==> src/rtl/ps2_pkg.sv <==
// Shared types for the PS/2 scan-code receiver: frame states, prefix bytes, FIFO entry layout.
package ps2_pkg;

  typedef enum logic [1:0] {
    IDLE   = 2'd0,
    DATA   = 2'd1,
    PARITY = 2'd2,
    STOP   = 2'd3
  } ps2_state_t;

  localparam logic [7:0] PS2_EXT = 8'hE0;
  localparam logic [7:0] PS2_BRK = 8'hF0;

  typedef struct packed {
    logic       ext;
    logic       brk;
    logic [7:0] code;
  } ps2_entry_t;

endpackage

==> src/rtl/ps2_sync_filter.sv <==
// Two-flop synchronizer plus glitch filter for one PS/2 line; output idles high.
// Latency: 2 sync cycles + FILT_LEN filter cycles; no backpressure.
module ps2_sync_filter #(
  parameter int FILT_LEN = 4
) (
  input  logic clk,
  input  logic rst,
  input  logic din,
  output logic dout
);

  localparam int CW = $clog2(FILT_LEN) + 1;

  logic          s1;
  logic          s2;
  logic [CW-1:0] cnt;

  // cnt counts consecutive synchronized samples that disagree with dout
  always_ff @(posedge clk or posedge rst) begin
    if (rst) begin
      s1   <= 1'b1;
      s2   <= 1'b1;
      cnt  <= '0;
      dout <= 1'b1;
    end else begin
      s1 <= din;
      s2 <= s1;
      if (s2 == dout) begin
        cnt <= '0;
      end else if (cnt == CW'(FILT_LEN - 1)) begin
        dout <= s2;
        cnt  <= '0;
      end else begin
        cnt <= cnt + 1'b1;
      end
    end
  end

endmodule

==> src/rtl/ps2_scan_rx.sv <==
// PS/2 keyboard receiver: frames bytes, folds E0/F0 prefixes into flags, buffers events in a FIFO.
// Latency: filter + 2 cycles after the stop-bit edge; full FIFO drops entries (sticky overflow).
// Optional PS2_TYPEMATIC_FILTER_EN drops repeated makes of the same key.
module ps2_scan_rx
  import ps2_pkg::*;
#(
  parameter int FILT_LEN    = 4,
  parameter int FIFO_DEPTH  = 8,
  parameter int TIMEOUT_CYC = 100000
) (
  input  logic                          clk,
  input  logic                          rst,
  input  logic                          clk_pc2,
  input  logic                          data_pc2,
  input  logic                          rd_en,
  output logic                          out_valid,
  output logic [7:0]                    out_code,
  output logic                          out_break,
  output logic                          out_ext,
  output logic [$clog2(FIFO_DEPTH):0]   count,
  output logic                          overflow,
  output logic                          frame_err
);

  localparam int AW = $clog2(FIFO_DEPTH);
  localparam int TW = $clog2(TIMEOUT_CYC + 1);
  localparam logic [AW:0]   FULL_CNT = (AW+1)'(FIFO_DEPTH);
  localparam logic [TW-1:0] TO_LAST  = TW'(TIMEOUT_CYC - 1);

  logic clk_f, dat_f, clk_prev, sample;

  ps2_sync_filter #(.FILT_LEN(FILT_LEN)) u_clk_filt (.clk(clk), .rst(rst), .din(clk_pc2),  .dout(clk_f));
  ps2_sync_filter #(.FILT_LEN(FILT_LEN)) u_dat_filt (.clk(clk), .rst(rst), .din(data_pc2), .dout(dat_f));

  // sample is the registered falling-edge strobe, one cycle after detection
  always_ff @(posedge clk or posedge rst) begin
    if (rst) begin
      clk_prev <= 1'b1;
      sample   <= 1'b0;
    end else begin
      clk_prev <= clk_f;
      sample   <= clk_prev & ~clk_f;
    end
  end

  ps2_state_t    state;
  logic [2:0]    bit_cnt;
  logic [TW-1:0] to_cnt;
  logic [7:0]    shift;
  logic          par;
  logic          ext_pend, brk_pend;
  logic          push_vld;
  ps2_entry_t    push_ent;

  always_ff @(posedge clk or posedge rst) begin
    if (rst) begin
      state     <= IDLE;
      bit_cnt   <= '0;
      to_cnt    <= '0;
      shift     <= '0;
      par       <= 1'b0;
      ext_pend  <= 1'b0;
      brk_pend  <= 1'b0;
      frame_err <= 1'b0;
      push_vld  <= 1'b0;
      push_ent  <= '0;
    end else begin
      frame_err <= 1'b0;
      push_vld  <= 1'b0;
      if (state == IDLE || sample) to_cnt <= '0;
      else                         to_cnt <= to_cnt + 1'b1;

      if (state != IDLE && !sample && to_cnt == TO_LAST) begin
        state     <= IDLE;
        bit_cnt   <= '0;
        shift     <= '0;
        frame_err <= 1'b1;
        ext_pend  <= 1'b0;
        brk_pend  <= 1'b0;
      end else if (sample) begin
        case (state)
          IDLE: begin
            if (!dat_f) begin
              state   <= DATA;
              bit_cnt <= '0;
            end else begin
              frame_err <= 1'b1;
              ext_pend  <= 1'b0;
              brk_pend  <= 1'b0;
            end
          end
          DATA: begin
            shift   <= {dat_f, shift[7:1]};
            bit_cnt <= bit_cnt + 1'b1;
            if (bit_cnt == 3'd7) state <= PARITY;
          end
          PARITY: begin
            par   <= dat_f;
            state <= STOP;
          end
          STOP: begin
            state <= IDLE;
            if (dat_f && (^{shift, par})) begin
              if (shift == PS2_EXT) begin
                ext_pend <= 1'b1;
              end else if (shift == PS2_BRK) begin
                brk_pend <= 1'b1;
              end else begin
                push_vld      <= 1'b1;
                push_ent.ext  <= ext_pend;
                push_ent.brk  <= brk_pend;
                push_ent.code <= shift;
                ext_pend      <= 1'b0;
                brk_pend      <= 1'b0;
              end
            end else begin
              frame_err <= 1'b1;
              ext_pend  <= 1'b0;
              brk_pend  <= 1'b0;
            end
          end
          default: state <= IDLE;
        endcase
      end
    end
  end

  logic wr;

`ifdef PS2_TYPEMATIC_FILTER_EN
  logic       mem_vld;
  logic [8:0] mem_make;
  logic       dup;

  assign dup = mem_vld && !push_ent.brk && (mem_make == {push_ent.ext, push_ent.code});
  assign wr  = push_vld && !dup;

  always_ff @(posedge clk or posedge rst) begin
    if (rst) begin
      mem_vld  <= 1'b0;
      mem_make <= '0;
    end else if (push_vld) begin
      if (push_ent.brk) begin
        mem_vld <= 1'b0;
      end else begin
        mem_vld  <= 1'b1;
        mem_make <= {push_ent.ext, push_ent.code};
      end
    end
  end
`else
  assign wr = push_vld;
`endif

  ps2_entry_t    fifo_mem [FIFO_DEPTH];
  logic [AW-1:0] wr_ptr, rd_ptr;
  logic          do_push, do_pop;
  ps2_entry_t    head;

  assign out_valid = (count != '0);
  assign do_pop    = rd_en && out_valid;
  // a pop in the same cycle frees the slot, so a full FIFO still accepts
  assign do_push   = wr && ((count != FULL_CNT) || do_pop);
  assign head      = fifo_mem[rd_ptr];
  assign out_code  = out_valid ? head.code : 8'h00;
  assign out_break = out_valid & head.brk;
  assign out_ext   = out_valid & head.ext;

  always_ff @(posedge clk) begin
    if (do_push) fifo_mem[wr_ptr] <= push_ent;
  end

  always_ff @(posedge clk or posedge rst) begin
    if (rst) begin
      wr_ptr   <= '0;
      rd_ptr   <= '0;
      count    <= '0;
      overflow <= 1'b0;
    end else begin
      if (do_push) wr_ptr <= wr_ptr + 1'b1;
      if (do_pop)  rd_ptr <= rd_ptr + 1'b1;
      if (wr && !do_push) overflow <= 1'b1;
      case ({do_push, do_pop})
        2'b10:   count <= count + 1'b1;
        2'b01:   count <= count - 1'b1;
        default: count <= count;
      endcase
    end
  end

endmodule

==> config.mk <==
export PLATFORM = sky130hd
export DESIGN_NAME = ps2_scan_rx
export DESIGN_NICKNAME = d
export VERILOG_FILES = /design/src/rtl/ps2_pkg.sv /design/src/rtl/ps2_sync_filter.sv /design/src/rtl/ps2_scan_rx.sv
export SDC_FILE = /design/constraint.sdc
export NUM_CORES = 1
export LEC_CHECK = 0
export CAP_MARGIN = 0
export CORE_ASPECT_RATIO = 1.4
export CORE_MARGIN = 2
export CORE_UTILIZATION = 40
export DETAILED_ROUTE_END_ITERATION = 12
export PLACE_DENSITY = 0.64
export SLEW_MARGIN = 20
export SYNTH_ARGS = -nofsm -noshare
export SYNTH_HDL_FRONTEND = slang
export SYNTH_SLANG_ARGS = --single-unit
==> constraint.sdc <==
create_clock -name clk -period 2.2 [get_ports clk]
set_clock_uncertainty 0.15 [all_clocks]
set_input_delay 0.22 -clock clk [delete_from_list [all_inputs] [get_ports clk]]
set_output_delay 0.22 -clock clk [all_outputs]
set_load 0.01 [all_outputs]
Word-level counts from Yosys, hierarchy flattened. Memories as Yosys holds them, arrays and structs flattened. Index checks and enable logic that the tools add are counted.

Add/sub/neg operators: 8. Bitwise operators: 9. Eq/ne operators: 19. Reductions and logical operators: 28. Muxes and demuxes: 45.

Operators with widths (number): $mux 8 (4); $mux 1 (23); $mux 3 (7); $add 17x1->17 const B (1); $eq 17x17->1 const B (1); $mux 17 (1); $eq 8x8->1 const B (2); $add 3x1->3 const B (5); $reduce_and 3->1 (3); $reduce_xor 9->1 (1); $mux 2 (4); $ne 4x4->1 const B (2); $pmux 2 s4 (1); $pmux 4 s2 (1); $reduce_and 4->1 (2); $reduce_bool 2->1 (4); $eq 2x2->1 const B (3); $eq 3x2->1 const B (2); $logic_and 1x1->1 (6); $ne 3x3->1 const B (2); $not 1->1 (6); $pmux 1 s2 (3); $pmux 3 s2 (1); $reduce_and 2->1 (3); 14 further kinds (21).

Output and inout port bits: 17. Input bits: 5. Logic and storage cells: 136. Memories: 1. Bits in registers: 70. Memory bits (writable): 80.

Memory list: fifo_mem (words 8, bits a word 10, read ports 1, clocked after memory_dff 0, wr ports 1, line ps2_scan_rx.sv:155) `ps2_entry_t fifo_mem [FIFO_DEPTH];`.

Longest topological paths before layout.
Depth after elaboration: 7. Depth in mapped cells: 12. Depth with buffers taken out: 11.

Modules after synthesis. Synthesis repeated with hierarchy kept, for this count alone.

Cell total of the unflattened synthesis: 439. Area, all modules: 6397.4 µm².

Modules (own cells, without submodules): ps2_scan_rx (times used 1, cells an instance 411, seq. area each 3854.9 µm², area an instance 5949.5 µm²); ps2_sync_filter (times used 2, cells an instance 14, seq. area each 153.9 µm², area an instance 224.0 µm²).

Worst setup path before layout. Ideal clock, no wire load.

Path kind: reg-to-reg. Start point: register count[1]. End point: register count[2]. Setup time: 130 ps. Buffers on the path: 1. Slack: -280 ps. Clock period less this slack: 2480 ps. Data required time: 1920 ps. Cell stages (with the launch flop): 11. Data arrival time: 2201 ps. Cell sequence: dfrtp_1 clkbuf_1 nor4_1 nor2b_1 ha_1 xor2_1 ha_1 a21oi_1 xor2_1 nor2_1 xor2_1.

Longest elaborated chain between the ends: 6. Elaborated cells on any way between the ends: 11. Classes of those cells: add/sub (2); eq/ne (3); mux (1); reduce/logical (5).

Ends and longest elaborated chain: start: declaration (line ps2_scan_rx.sv:20) `output logic [$clog2(FIFO_DEPTH):0] count,`; start signal: assignment (line ps2_scan_rx.sv:184) `2'b10: count <= count + 1'b1;`; start signal: assignment (line ps2_scan_rx.sv:185) `2'b01: count <= count - 1'b1;`; start signal: assignment (line ps2_scan_rx.sv:186) `default: count <= count;`; $reduce_bool 4->1 * (line ps2_scan_rx.sv:160) `assign out_valid = (count != '0);`; $logic_and 1x1->1 * (line ps2_scan_rx.sv:161) `assign do_pop = rd_en && out_valid;`; named net do_pop (line ps2_scan_rx.sv:157) `logic do_push, do_pop;`; $logic_or 1x1->1 (line ps2_scan_rx.sv:163) `assign do_push = wr && ((count != FULL_CNT) || do_pop);`; $logic_and 1x1->1 (line ps2_scan_rx.sv:163); $eq 2x1->1 or $eq 2x2->1 (tied branches) (line ps2_scan_rx.sv:183) `case ({do_push, do_pop})`; $pmux 4 s2 or $reduce_bool 2->1 (tied branches).

The timed path passes the listed nets; every way through them passes the cells marked *. A chain may end at the register's enable or synchronous reset.

Worst setup path in the final report.
Start point: register shift[7]. End point: register push_ent[4] (netlist bit).

Longest elaborated chain between the ends: 3. Elaborated cells on any way between the ends: 7. Classes of those cells: eq/ne (2); bitwise (2); reduce/logical (3).

Ends and longest elaborated chain: start: declaration (line ps2_scan_rx.sv:49) `logic [7:0] shift;`; start signal: assignment (line ps2_scan_rx.sv:93) `shift <= {dat_f, shift[7:1]};`; $eq 8x8->1 (tied with other cells) (line ps2_scan_rx.sv:106) `end else if (shift == PS2_BRK) begin`; $not 1->1 (no source line) or $logic_and 1x1->1 (tied branches); $reduce_and 6->1 (no source line) *; end: declaration (line ps2_scan_rx.sv:53) `ps2_entry_t push_ent;`.

Mark *: on every way between the ends. The rest lies on a longest branch, timed or not.

==> impl_metrics.env <==
export IMPL_p_int_mw=6.72
export IMPL_multi_input_comb_area_um2=2480
export IMPL_synthToLayoutAreaGrowth_pct=23.4
export IMPL_fmax_ghz=0.420
export IMPL_required_ns=2.34
export IMPL_num_rows=56
export IMPL_vias_per_cell=5.16
export IMPL_clk_pin_slew_ns=0.06
export IMPL_tritoncts="built"
export IMPL_cts_buffers=17
export IMPL_r2r_start="shift[7]"
export IMPL_crit_chain="xnor2_1, xnor3_2, mux2i_4, buf_12, mux2i_1, nor2_1, a211o_1"
export IMPL_drtPass1Iterations=4
export IMPL_hold_slack_ns=0.0211
export IMPL_maxCapViolCount=0
export IMPL_cts_max_path_buffers=2
export IMPL_nets=586
export IMPL_num_vias=4043
export IMPL_p_leak_nw=3.35
export IMPL_mostFrequentLayoutCell="edfxtp_1"
export IMPL_cts_hold_buf=0
export IMPL_core_area_um2=16600
export IMPL_insertion_delay_ns=0.42
export IMPL_r2r_setup_slack_ns=-0.18
export IMPL_grt_max_degree=71
export IMPL_ys_flop_type="edfxtp_1"
export IMPL_power_density_nw_per_um2=1170
export IMPL_status="finished with violations"
export IMPL_final_cell_mix="edfxtp_1, dfrtp_1, nor2_1"
export IMPL_synth_edf_count=80
export IMPL_maxSlewHeadroom_pct=54.8
export IMPL_async_flop_share_pct=46.7
export IMPL_synth_area_um2=6700
export IMPL_slowest_stage="xnor3_2"
export IMPL_period_share_pct=108
export IMPL_clkPwrFrac_pct=29.1
export IMPL_hold_class="primary input to asynchronous set/reset pin"
export IMPL_swShare_pct=30.6
export IMPL_wl_per_cell_um=16.3
export IMPL_port_buffer_count=21
export IMPL_critical_path_startpoint_type="register"
export IMPL_dieArea_um2=17800
export IMPL_fin_area_um2=8270
export IMPL_grt_pass1_wl_um=21300
export IMPL_die_h_um=157
export IMPL_worstMarginPinSlew_ns=0.679
export IMPL_n_fill_cell=1421
export IMPL_ys_ff_latch=150
export IMPL_cts_root_buf="clkbuf_16"
export IMPL_grt_pass1_vias=4278
export IMPL_p_seq_share_pct=37.8
export IMPL_synth_avg_cell_area_um2=13.7
export IMPL_irDropWorstVdd_mv=0.511
export IMPL_reg2reg_to="push_ent[4]"
export IMPL_drt_total_wl_um=12800
export IMPL_final_max_slew_viol_count=0
export IMPL_cp_arrival_ns=2.53
export IMPL_layout_drive_gt1_share_pct=27.9
export IMPL_p_sw_mw=2.97
export IMPL_crit_type="register to register"
export IMPL_drt_iter0_markers=211
export IMPL_ant_nets=0
export IMPL_synth_cells=489
export IMPL_dpl_instance_area_um2=7540
export IMPL_antenna_found_initial=0
export IMPL_period_needed_ns=2.38
export IMPL_dp_hpwl_um=8380
export IMPL_setup_viol=19
export IMPL_yosys_warnings=0
export IMPL_die_x_um=113
export IMPL_violations="negative setup slack"
export IMPL_path_max_fanout=7
export IMPL_floorplan_initialDensity_pct=40.3
export IMPL_regArea_um2=4160
export IMPL_ys_types=57
export IMPL_rsz0062_at_grt="yes"
export IMPL_worst_slack_ns=-0.182
export IMPL_n_antenna_cell=0
export IMPL_syn_nets=508
export IMPL_globalplace_congestion=0.808
export IMPL_io_pins=22
export IMPL_power_frac_comb_pct=33.0
export IMPL_cts_sinks=150
export IMPL_yosysSeqAreaShare_pct=62.2
export IMPL_grt_overflow=0
export IMPL_ff2ff_path_depth=7
export IMPL_end_kind="register"
export IMPL_finalHoldViolCount=0
export IMPL_cp_slowest_stage_delay_ns=0.53
export IMPL_cts_htree_levels=4
export IMPL_grtUsageTotal_pct=15.6
export IMPL_drc=0
worst max-delay path, delay by kind of cell, from the launching register on:
kind	cells	cell delay, ns
AO/OA/AOI/OAI	1	0.28
flip-flops	1	0.38
AND/OR/NAND/NOR	1	0.06
XOR/XNOR	2	0.68
buffers and inverters	1	0.18
multiplexers	2	0.53
cell usage after synthesis, types with 3 or more instances:
library cell  count  area share, %
edfxtp_1         80             36
nor2_1           47            2.6
and2_1            4           0.37
nand2b_1          6           0.56
xor2_1           15            2.0
mux2_2            7            1.2
clkbuf_8          4           0.82
and4_1            3           0.39
inv_1            14           0.78
o21a_1            7           0.78
a211o_1           7           0.92
dfrtp_1          63             24
buf_1             3           0.17
mux4_2           20            6.7
a21oi_1          15            1.1
nor2b_1           8           0.75
nand2_1          40            2.2
mux2i_1          17            2.5
xnor2_1          15            2.0
dfstp_2           7            2.7
clkbuf_1         10           0.56
o21ai_0          12           0.90
nor3_1           10           0.75
nand4_1           3           0.28
ha_1             14            2.6
nand3_1          17            1.3
flip-flops by register name (all words and copies together), names as in the netlist, 2 cells and up:
register	count
count	4
u_clk_filt.cnt	3
wr_ptr	3
push_ent	10
bit_cnt	3
u_dat_filt.cnt	3
to_cnt	17
state	2
fifo_mem	80
rd_ptr	3
shift	8
worst max path at each step:
stage / start / end / slack (ns) / cells after the start
after floorplan: shift[7] / push_ent[5] / -0.10 / 7
after global placement: par / push_ent[3] / -0.06 / 6
after detailed placement: rd_en / count[3] / -0.19 / 11
after CTS: rd_ptr[0] / out_code[2] / -0.24 / 7
after global routing: shift[7] / push_ent[4] / -0.28 / 7
final: shift[7] / push_ent[4] / -0.18 / 7
layer usage:
| metal | GRT usage, % | part of all wire, % |
|---|---|---|
| met1 | 17.0 | 40 |
| met2 | 29.6 | 56 |
| met3 | 3.74 | 1.9 |
| met4 | 5.11 | 1.2 |
| met5 | 0 | 0 |
what timing repair did:
| item | in CTS | in global routing |
|---|---|---|
| gates cloned | 3 | 0 |
| endpoints found under the hold margin | 0 | 0 |
| setup endpoints to repair | 25 | 32 |
| gates resized for setup | 60 | 10 |
| setup buffers | 7 | 5 |
| pin swaps | 12 | 13 |
cells by family after synthesis:
kind of cell | share of synthesized area (%)
XOR/XNOR | 4.28
AO/OA/AOI/OAI | 5.96
flip-flops | 62.2
adder cells (fa/ha/maj) | 2.62
AND/OR/NAND/NOR | 11.1
multiplexers | 11.2
buffers and inverters | 2.67
power groups by stage:
| stage | Clock [mW] | Combinational (mW) | Sequential [mW] |
|---|---|---|---|
| floorplan | 0 | 2.00 | 3.61 |
| global route | 3.00 | 3.53 | 3.72 |
| detailed placement | 0 | 2.88 | 3.70 |
| CTS | 2.89 | 3.38 | 3.67 |
| global placement | 0 | 2.81 | 3.68 |
| finish | 2.82 | 3.20 | 3.66 |
layout make-up:
class | count | area share [%]
flip-flops and latches | 150 | 50.4
multi-input cells | 305 | 30.0
repair buffers | 78 | 8.78
clock buffers | 19 | 5.24
well taps | 203 | 3.07
clock inverters | 13 | 1.79
inverters | 15 | 0.711
stage by stage:
step | TNS [ns] | setup WS [ns] | utilization [%] | power [mW] | cells
after CTS | -3.07 | -0.236 | 49.9 | 9.94 | 783
after global placement | -0.472 | -0.0597 | 45.4 | 6.49 | 741
after global routing | -4.45 | -0.278 | 49.8 | 10.3 | 783
after detailed placement | -1.27 | -0.189 | 45.4 | 6.59 | 741
final | -2.22 | -0.182 | 49.8 | 9.68 | 783
after floorplan | -0.401 | -0.102 | - | 5.61 | 489
(Power assumes the default switching activity.)
